**config.mk**
```make
export PLATFORM = sky130hd
export DESIGN_NAME = regfile_wb_sched_flat
export DESIGN_NICKNAME = d
export VERILOG_FILES = /design/src/rtl/regfile_wb_sched_if.sv /design/src/rtl/regfile_wb_sched.sv /design/src/flat_wrapper.sv
export SDC_FILE = /design/constraint.sdc
export NUM_CORES = 1
export LEC_CHECK = 0
export ABC_AREA = 1
export BUFFER_PORTS_ARGS = -buffer_cell sky130_fd_sc_hd__buf_4
export CORE_ASPECT_RATIO = 0.75
export CORE_UTILIZATION = 30
export CTS_BUF_LIST = sky130_fd_sc_hd__clkbuf_2 sky130_fd_sc_hd__clkbuf_4 sky130_fd_sc_hd__clkbuf_8
export CTS_CLUSTER_DIAMETER = 50
export DETAILED_ROUTE_END_ITERATION = 8
export SLEW_MARGIN = 20
export SYNTH_ARGS = -nofsm -noshare
export SYNTH_HDL_FRONTEND = slang
export SYNTH_SLANG_ARGS = --single-unit
```
**constraint.sdc**
```tcl
create_clock -name clk -period 2.7 [get_ports clk]
set_input_delay 0 -clock clk [delete_from_list [all_inputs] [get_ports clk]]
set_output_delay 0 -clock clk [all_outputs]
set_load 0.02 [all_outputs]
```
**src/rtl/regfile_wb_sched_if.sv**
```systemverilog
`default_nettype none
// ============================================================================
//  Module   : regfile_wb_sched_if
//  Purpose  : Bundle of the two result-producer handshakes, the hold control
//             and the register-file write port used by regfile_wb_sched.
//  Ports    : a_valid/a_reg/a_data/a_ready   requester A (ALU path)
//             b_valid/b_reg/b_data/b_ready   requester B (memory/load path)
//             hold                           freeze grants
//             rf_write/rf_dst_reg/rf_dst_data register-file write port
//             pending                        per-register outstanding-write map
//             busy                           either buffer holds an entry
//  Revision : 1.0  initial release
// ============================================================================
interface regfile_wb_sched_if #(
  parameter int DW = 16,
  parameter int AW = 4
);
  logic                 a_valid;
  logic [AW-1:0]        a_reg;
  logic [DW-1:0]        a_data;
  logic                 a_ready;
  logic                 b_valid;
  logic [AW-1:0]        b_reg;
  logic [DW-1:0]        b_data;
  logic                 b_ready;
  logic                 hold;
  logic                 rf_write;
  logic [AW-1:0]        rf_dst_reg;
  logic [DW-1:0]        rf_dst_data;
  logic [(1<<AW)-1:0]   pending;
  logic                 busy;

  // Scheduler side
  modport slave (
    input  a_valid, a_reg, a_data, b_valid, b_reg, b_data, hold,
    output a_ready, b_ready, rf_write, rf_dst_reg, rf_dst_data, pending, busy
  );

  // Producer / register-file side
  modport master (
    output a_valid, a_reg, a_data, b_valid, b_reg, b_data, hold,
    input  a_ready, b_ready, rf_write, rf_dst_reg, rf_dst_data, pending, busy
  );
endinterface
`default_nettype wire

```
**src/rtl/regfile_wb_sched.sv**
```systemverilog
`default_nettype none
// ============================================================================
//  Module   : regfile_wb_sched
//  Purpose  : Write-back scheduler for the register file's single write port.
//             Two one-entry buffers (A = ALU, B = load) are drained oldest
//             first, one write per cycle. Writes to r0 drain silently.
//  Ports    : clk   clock, rising-edge
//             rst   asynchronous active-high reset
//             bus   regfile_wb_sched_if.slave (handshakes, hold, write port,
//                   pending map, busy)
//  Revision : 1.0  initial release
// ============================================================================
module regfile_wb_sched #(
  parameter int DW = 16,
  parameter int AW = 4
) (
  input  wire logic          clk,
  input  wire logic          rst,
  regfile_wb_sched_if.slave  bus
);
  localparam int c_NREG = 1 << AW;

  logic          r_av, r_bv;
  logic [AW-1:0] r_areg, r_breg;
  logic [DW-1:0] r_adata, r_bdata;
  logic          r_a_older;

  logic          w_grant_a, w_grant_b;
  logic          w_load_a, w_load_b;
  logic          w_a_surv, w_b_surv;
  logic          w_a_older_n;
  logic [AW-1:0] w_sel_reg;
  logic [DW-1:0] w_sel_data;
  logic [c_NREG-1:0] w_pending;

  // Oldest-first grant; at most one side can win since the age flag breaks ties.
  assign w_grant_a = !bus.hold && r_av && (!r_bv || r_a_older);
  assign w_grant_b = !bus.hold && r_bv && (!r_av || !r_a_older);

  // Ready depends only on buffer state, so a draining buffer refills in place.
  assign bus.a_ready = !r_av || w_grant_a;
  assign bus.b_ready = !r_bv || w_grant_b;
  assign w_load_a    = bus.a_valid && bus.a_ready;
  assign w_load_b    = bus.b_valid && bus.b_ready;

  // An entry that stays put across the edge is older than anything loaded now.
  assign w_a_surv = r_av && !w_grant_a;
  assign w_b_surv = r_bv && !w_grant_b;

  always_comb begin
    w_a_older_n = r_a_older;
    if (w_a_surv && !w_b_surv)
      w_a_older_n = 1'b1;
    else if (w_b_surv && !w_a_surv)
      w_a_older_n = 1'b0;
    else if (!w_a_surv && !w_b_surv)
      w_a_older_n = 1'b1;   // fresh pair: A counts as older so B lands last
  end

  always_comb begin
    w_sel_reg  = '0;
    w_sel_data = '0;
    if (w_grant_a) begin
      w_sel_reg  = r_areg;
      w_sel_data = r_adata;
    end else if (w_grant_b) begin
      w_sel_reg  = r_breg;
      w_sel_data = r_bdata;
    end
  end

  // r0 entries still drain, they just never strobe the write enable.
  assign bus.rf_write    = (w_grant_a || w_grant_b) && (w_sel_reg != '0);
  assign bus.rf_dst_reg  = w_sel_reg;
  assign bus.rf_dst_data = w_sel_data;

  always_comb begin
    w_pending = '0;
    if (r_av) w_pending[r_areg] = 1'b1;
    if (r_bv) w_pending[r_breg] = 1'b1;
    w_pending[0] = 1'b0;
  end

  assign bus.pending = w_pending;
  assign bus.busy    = r_av || r_bv;

  always_ff @(posedge clk or posedge rst) begin
    if (rst) begin
      r_av      <= 1'b0;
      r_bv      <= 1'b0;
      r_areg    <= '0;
      r_breg    <= '0;
      r_adata   <= '0;
      r_bdata   <= '0;
      r_a_older <= 1'b1;
    end else begin
      if (w_load_a) begin
        r_av    <= 1'b1;
        r_areg  <= bus.a_reg;
        r_adata <= bus.a_data;
      end else if (w_grant_a) begin
        r_av    <= 1'b0;
      end
      if (w_load_b) begin
        r_bv    <= 1'b1;
        r_breg  <= bus.b_reg;
        r_bdata <= bus.b_data;
      end else if (w_grant_b) begin
        r_bv    <= 1'b0;
      end
      r_a_older <= w_a_older_n;
    end
  end
endmodule
`default_nettype wire

```
**src/flat_wrapper.sv**
```systemverilog
// flat-port wrapper written by rule: the top's interface ports become plain ports
module regfile_wb_sched_flat 
#(
  parameter int DW = 16,
  parameter int AW = 4
)
  (clk, rst, bus_a_valid, bus_a_reg, bus_a_data, bus_b_valid, bus_b_reg, bus_b_data, bus_hold, bus_a_ready, bus_b_ready, bus_rf_write, bus_rf_dst_reg, bus_rf_dst_data, bus_pending, bus_busy);
  regfile_wb_sched_if #(.DW(DW), .AW(AW)) bus_i ();
  input  wire logic clk;
  input  wire logic rst;
  input wire logic [$bits(bus_i.a_valid)-1:0] bus_a_valid;
  input wire logic [$bits(bus_i.a_reg)-1:0] bus_a_reg;
  input wire logic [$bits(bus_i.a_data)-1:0] bus_a_data;
  input wire logic [$bits(bus_i.b_valid)-1:0] bus_b_valid;
  input wire logic [$bits(bus_i.b_reg)-1:0] bus_b_reg;
  input wire logic [$bits(bus_i.b_data)-1:0] bus_b_data;
  input wire logic [$bits(bus_i.hold)-1:0] bus_hold;
  output wire logic [$bits(bus_i.a_ready)-1:0] bus_a_ready;
  output wire logic [$bits(bus_i.b_ready)-1:0] bus_b_ready;
  output wire logic [$bits(bus_i.rf_write)-1:0] bus_rf_write;
  output wire logic [$bits(bus_i.rf_dst_reg)-1:0] bus_rf_dst_reg;
  output wire logic [$bits(bus_i.rf_dst_data)-1:0] bus_rf_dst_data;
  output wire logic [$bits(bus_i.pending)-1:0] bus_pending;
  output wire logic [$bits(bus_i.busy)-1:0] bus_busy;
  assign bus_i.a_valid = bus_a_valid;
  assign bus_i.a_reg = bus_a_reg;
  assign bus_i.a_data = bus_a_data;
  assign bus_i.b_valid = bus_b_valid;
  assign bus_i.b_reg = bus_b_reg;
  assign bus_i.b_data = bus_b_data;
  assign bus_i.hold = bus_hold;
  assign bus_a_ready = bus_i.a_ready;
  assign bus_b_ready = bus_i.b_ready;
  assign bus_rf_write = bus_i.rf_write;
  assign bus_rf_dst_reg = bus_i.rf_dst_reg;
  assign bus_rf_dst_data = bus_i.rf_dst_data;
  assign bus_pending = bus_i.pending;
  assign bus_busy = bus_i.busy;
  regfile_wb_sched #(.DW(DW), .AW(AW)) u_core (.clk(clk), .rst(rst), .bus(bus_i));
endmodule
```
==> metrics.txt <==
# TYPE chip_impl_metric gauge
chip_impl_metric{name="ctsHtreeMaxLevel",unit=""} 2
chip_impl_metric{name="chipWidth",unit="um"} 104
chip_impl_metric{name="post_synth_num_cell_types",unit=""} 22
chip_impl_metric{name="wl_per_cell",unit="um"} 12.9
chip_impl_metric{name="drt-initial-drc-count",unit=""} 139
chip_impl_metric{name="power.density_cell_area",unit="nW/um2"} 1020
chip_impl_info{name="cts.root.buffer_cell",value="clkbuf_8"} 1
chip_impl_info{name="run_status",value="complete, no violations"} 1
chip_impl_metric{name="buffering_stage_count_on_the_worst_path_with_inverters_included",unit=""} 0
chip_impl_metric{name="route.detailed.vias_per_inst",unit=""} 4.54
chip_impl_metric{name="first_global_vias",unit=""} 2259
chip_impl_metric{name="final_cell_count_without_fillers",unit=""} 535
chip_impl_metric{name="globalRouteMet3Util",unit="%"} 2.79
chip_impl_metric{name="worst_skew_pair.late_latency",unit="ns"} 0.29
chip_impl_info{name="worstSetupPathType",value="flop to flop"} 1
chip_impl_info{name="setup_repair_after_global_routing_missed_its_margin",value="no"} 1
chip_impl_info{name="crit_path_cell_trace",value="nand2_1, nand3_2, nand2_2, nand2_1, nand2_1, nand2_1"} 1
chip_impl_metric{name="start_util",unit="%"} 31.6
chip_impl_metric{name="hold_violations",unit=""} 0
chip_impl_metric{name="routability_congestion_estimate",unit=""} 0.870
chip_impl_metric{name="largest_net_degree_at_the_start_of_global_routing",unit=""} 37
chip_impl_metric{name="worst_tran_pin_value",unit="ns"} 0.656
chip_impl_metric{name="overflow",unit=""} 0
chip_impl_metric{name="cts_inserted_buffers",unit=""} 5
chip_impl_metric{name="finished_core_util",unit="%"} 46.9
chip_impl_metric{name="die_h",unit="um"} 78.8
chip_impl_metric{name="critPathMaxFanout",unit=""} 21
chip_impl_metric{name="timing.final.ws_setup",unit="ns"} 0.725
chip_impl_metric{name="m2_gr_usage",unit="%"} 26.4
chip_impl_metric{name="drt_pre_antenna_iters",unit=""} 4
chip_impl_metric{name="power.leakage",unit="nW"} 1.82
chip_impl_metric{name="timing.final.crit_share",unit="%"} 73.1
chip_impl_metric{name="ys_seq_elements",unit=""} 43
chip_impl_metric{name="global_route.usage.total",unit="%"} 17.3
chip_impl_metric{name="synth.yosys.seq_area_share",unit="%"} 45.7
chip_impl_metric{name="max_freq",unit="MHz"} 506
chip_impl_metric{name="cp_data_arrival_time",unit="ns"} 2.20
chip_impl_metric{name="final_period_minus_worst_setup_slack",unit="ns"} 1.98
chip_impl_metric{name="pin_count",unit=""} 85
chip_impl_metric{name="post-cts-setup-buffer-count",unit=""} 0
chip_impl_metric{name="nets",unit=""} 478
chip_impl_metric{name="postCtsResizedCells",unit=""} 0
chip_impl_metric{name="mappedNetlistArea",unit="um2"} 2360
chip_impl_metric{name="dieArea",unit="um2"} 8220
chip_impl_info{name="holdCritPathClass",value="input pin to flop"} 1
chip_impl_info{name="timing.critical_path.from_type",value="flop"} 1
chip_impl_info{name="crit_family",value="simple AND/OR/NAND/NOR gates"} 1
chip_impl_metric{name="clock-sinks",unit=""} 43
chip_impl_metric{name="yosysWarnings",unit=""} 0
chip_impl_metric{name="syn-mean-instance-area",unit="um2"} 7.39
chip_impl_metric{name="timing.critical_path.required",unit="ns"} 2.93
chip_impl_metric{name="max_slew_violations",unit=""} 0
chip_impl_metric{name="clk_transition_reported_paths",unit="ns"} 0.08
chip_impl_metric{name="std_cell_rows",unit=""} 27
chip_impl_metric{name="synth_cells",unit=""} 319
chip_impl_metric{name="finalSetupTns",unit="ns"} 0
chip_impl_info{name="busiest_layer",value="met2"} 1
chip_impl_metric{name="slew-limit-headroom",unit="%"} 56.2
chip_impl_metric{name="dpl_worst_slack",unit="ns"} 0.785
chip_impl_metric{name="power.ir.vdd_worst",unit="mV"} 0.444
chip_impl_metric{name="timing.final.setup_violations",unit=""} 0
chip_impl_metric{name="vias_after_detailed_routing",unit=""} 2428
chip_impl_metric{name="post-dp-hpwl",unit="um"} 4950
chip_impl_metric{name="dp_cells",unit=""} 486
chip_impl_metric{name="drc",unit=""} 0
chip_impl_metric{name="cap_viol_max_count",unit=""} 0
chip_impl_info{name="tritoncts_clock_tree",value="done"} 1
chip_impl_metric{name="initial_antenna_violation_count",unit=""} 0
chip_impl_metric{name="drtAntennaViolNets",unit=""} 0
chip_impl_metric{name="clock_skew",unit="ns"} 0.00618
chip_impl_metric{name="diode_insertion_count_for_antenna_repair",unit=""} 0
chip_impl_info{name="worst_setup_path_end_kind",value="flop"} 1
chip_impl_metric{name="layout-area-overhead-vs-synth",unit="%"} 48.5
chip_impl_metric{name="use_met1",unit="%"} 25.7
chip_impl_info{name="cp_slowest_cell",value="dfrtp_1"} 1
chip_impl_metric{name="post_route_cells_drive_above_1_share",unit="%"} 24.0
chip_impl_metric{name="wire_length_of_the_first_global_routing_pass",unit="um"} 11300
chip_impl_metric{name="placement.io_buffers",unit=""} 83
chip_impl_metric{name="postSynthNetCount",unit=""} 364
chip_impl_metric{name="core_area",unit="um2"} 7470
chip_impl_info{name="crit_path_frequent_cell",value="nand2_1"} 1
chip_impl_metric{name="wirelength",unit="um"} 6920
chip_impl_metric{name="cts_hold_buffers",unit=""} 41
chip_impl_metric{name="clock_path_buffers",unit=""} 2
chip_impl_metric{name="hold-worst-slack",unit="ns"} 0.0777
chip_impl_metric{name="fillerInstances",unit=""} 737
chip_impl_metric{name="critical_path.max_stage_delay",unit="ns"} 0.61
## layout by cell type, fill, tap and decap left out
master / synthesis / layout
nand3_2: 1 / 1
nand2_4: 2 / 2
o21bai_1: 1 / 1
nor3_1: 2 / 2
dlygate4sd3_1: 0 / 41
dfrtp_1: 42 / 42
nand2_2: 2 / 2
nand4_1: 4 / 4
inv_1: 27 / 26
nand3_1: 72 / 72
inv_2: 2 / 2
o31ai_1: 4 / 4
dfstp_2: 1 / 1
clkbuf_4: 0 / 3
nand2_1: 102 / 102
clkbuf_8: 0 / 5
buf_4: 5 / 86
conb_1: 1 / 1
o21ai_0: 27 / 27
nor2_4: 1 / 1
or2_2: 1 / 1
clkinv_1: 0 / 1
nor2_1: 7 / 7
## cells in the mapped netlist
| library cell | count | share of area, % |
|---|---|---|
| o21bai_1 | 1 | 0.32 |
| nor2_4 | 1 | 0.48 |
| inv_2 | 2 | 0.32 |
| buf_4 | 5 | 1.6 |
| nand3_2 | 1 | 0.42 |
| buf_2 | 4 | 0.85 |
| clkbuf_1 | 7 | 1.1 |
| nor2_1 | 7 | 1.1 |
| o31ai_1 | 4 | 1.3 |
| nand3_1 | 72 | 15 |
| inv_1 | 27 | 4.3 |
| nand2_2 | 2 | 0.53 |
| dfstp_2 | 1 | 1.1 |
| buf_6 | 4 | 1.9 |
| o21ai_0 | 27 | 5.7 |
| conb_1 | 1 | 0.16 |
| or2_2 | 1 | 0.27 |
| nor3_1 | 2 | 0.42 |
| dfrtp_1 | 42 | 45 |
| nand2_4 | 2 | 0.95 |
| nand2_1 | 102 | 16 |
| nand4_1 | 4 | 1.1 |
## final timing paths
path	start	to	slack [ns]	cells after the start
setup / recovery	u_core.r_av$_DFFE_PP0P_	u_core.r_breg[3]$_DFFE_PP0P_	0.72	6
hold / removal	bus_b_valid	u_core.r_bdata[8]$_DFFE_PP0P_	0.08	3
setup reg to reg	u_core.r_av$_DFFE_PP0P_	u_core.r_breg[3]$_DFFE_PP0P_	0.72	6
hold reg to reg	u_core.r_bdata[1]$_DFFE_PP0P_	u_core.r_bdata[1]$_DFFE_PP0P_	0.47	2
max in group asynchronous	rst	u_core.r_a_older$_DFFE_PP1P_	1.81	4
min in group asynchronous	rst	u_core.r_bdata[8]$_DFFE_PP0P_	0.15	3
## final cells by class
class / instances / area, um2 / share of cell area (%)
Timing Repair Buffer: 127 / 1060 / 30.1
Tap cell: 101 / 126 / 3.61
Clock buffer: 8 / 91.3 / 2.61
Inverter: 29 / 109 / 3.11
Multi-Input combinational cell: 227 / 1040 / 29.8
Sequential cell: 43 / 1080 / 30.7
## worst min-delay path, cell delays in order
cell and delay, ns:
buf_4 0.19, nand3_1 0.10, nand2_1 0.05
## routing by layer
| metal | routed length (um) | share of wire [%] |
|---|---|---|
| met1 | 3610 | 52 |
| met2 | 2920 | 42 |
| met3 | 341 | 4.9 |
| met4 | 48 | 0.69 |
| met5 | 0 | 0 |
## sequential cells by signal (all words and copies together), names as in the netlist
signal            cells
u_core.r_areg         4
u_core.r_breg         4
u_core.r_av           1
u_core.r_bdata       16
u_core.r_bv           1
u_core.r_a_older      1
u_core.r_adata       16
## report_power, final
| group | switching (W) | total [W] | internal, W | leakage (nW) |
|---|---|---|---|---|
| combinational | 0.00119 | 0.00190 | 0.000706 | 1.25 |
| clock | 0.000206 | 0.000420 | 0.000214 | 0.0498 |
| sequential | 0.000307 | 0.00127 | 0.000958 | 0.526 |
| total | 0.00170 | 0.00358 | 0.00188 | 1.82 |
## stage by stage
step                area [um2]  total power, W
floorplan                 2360         0.00246
global placement          3000         0.00309
detailed placement        3000         0.00312
CTS                       3500         0.00359
global route              3500         0.00388
finish                    3500         0.00358
## logic make-up (layout without fill, tap and decap cells)
logic type	count (synthesis)	after routing	synth area share [%]
flops	43	43	45.7
compound gates	32	32	7.32
simple gates	194	194	36.8
other cells	1	1	0.159
buf+inv	49	164	10.1
No activity file was read; power rests on OpenSTA's default activity.
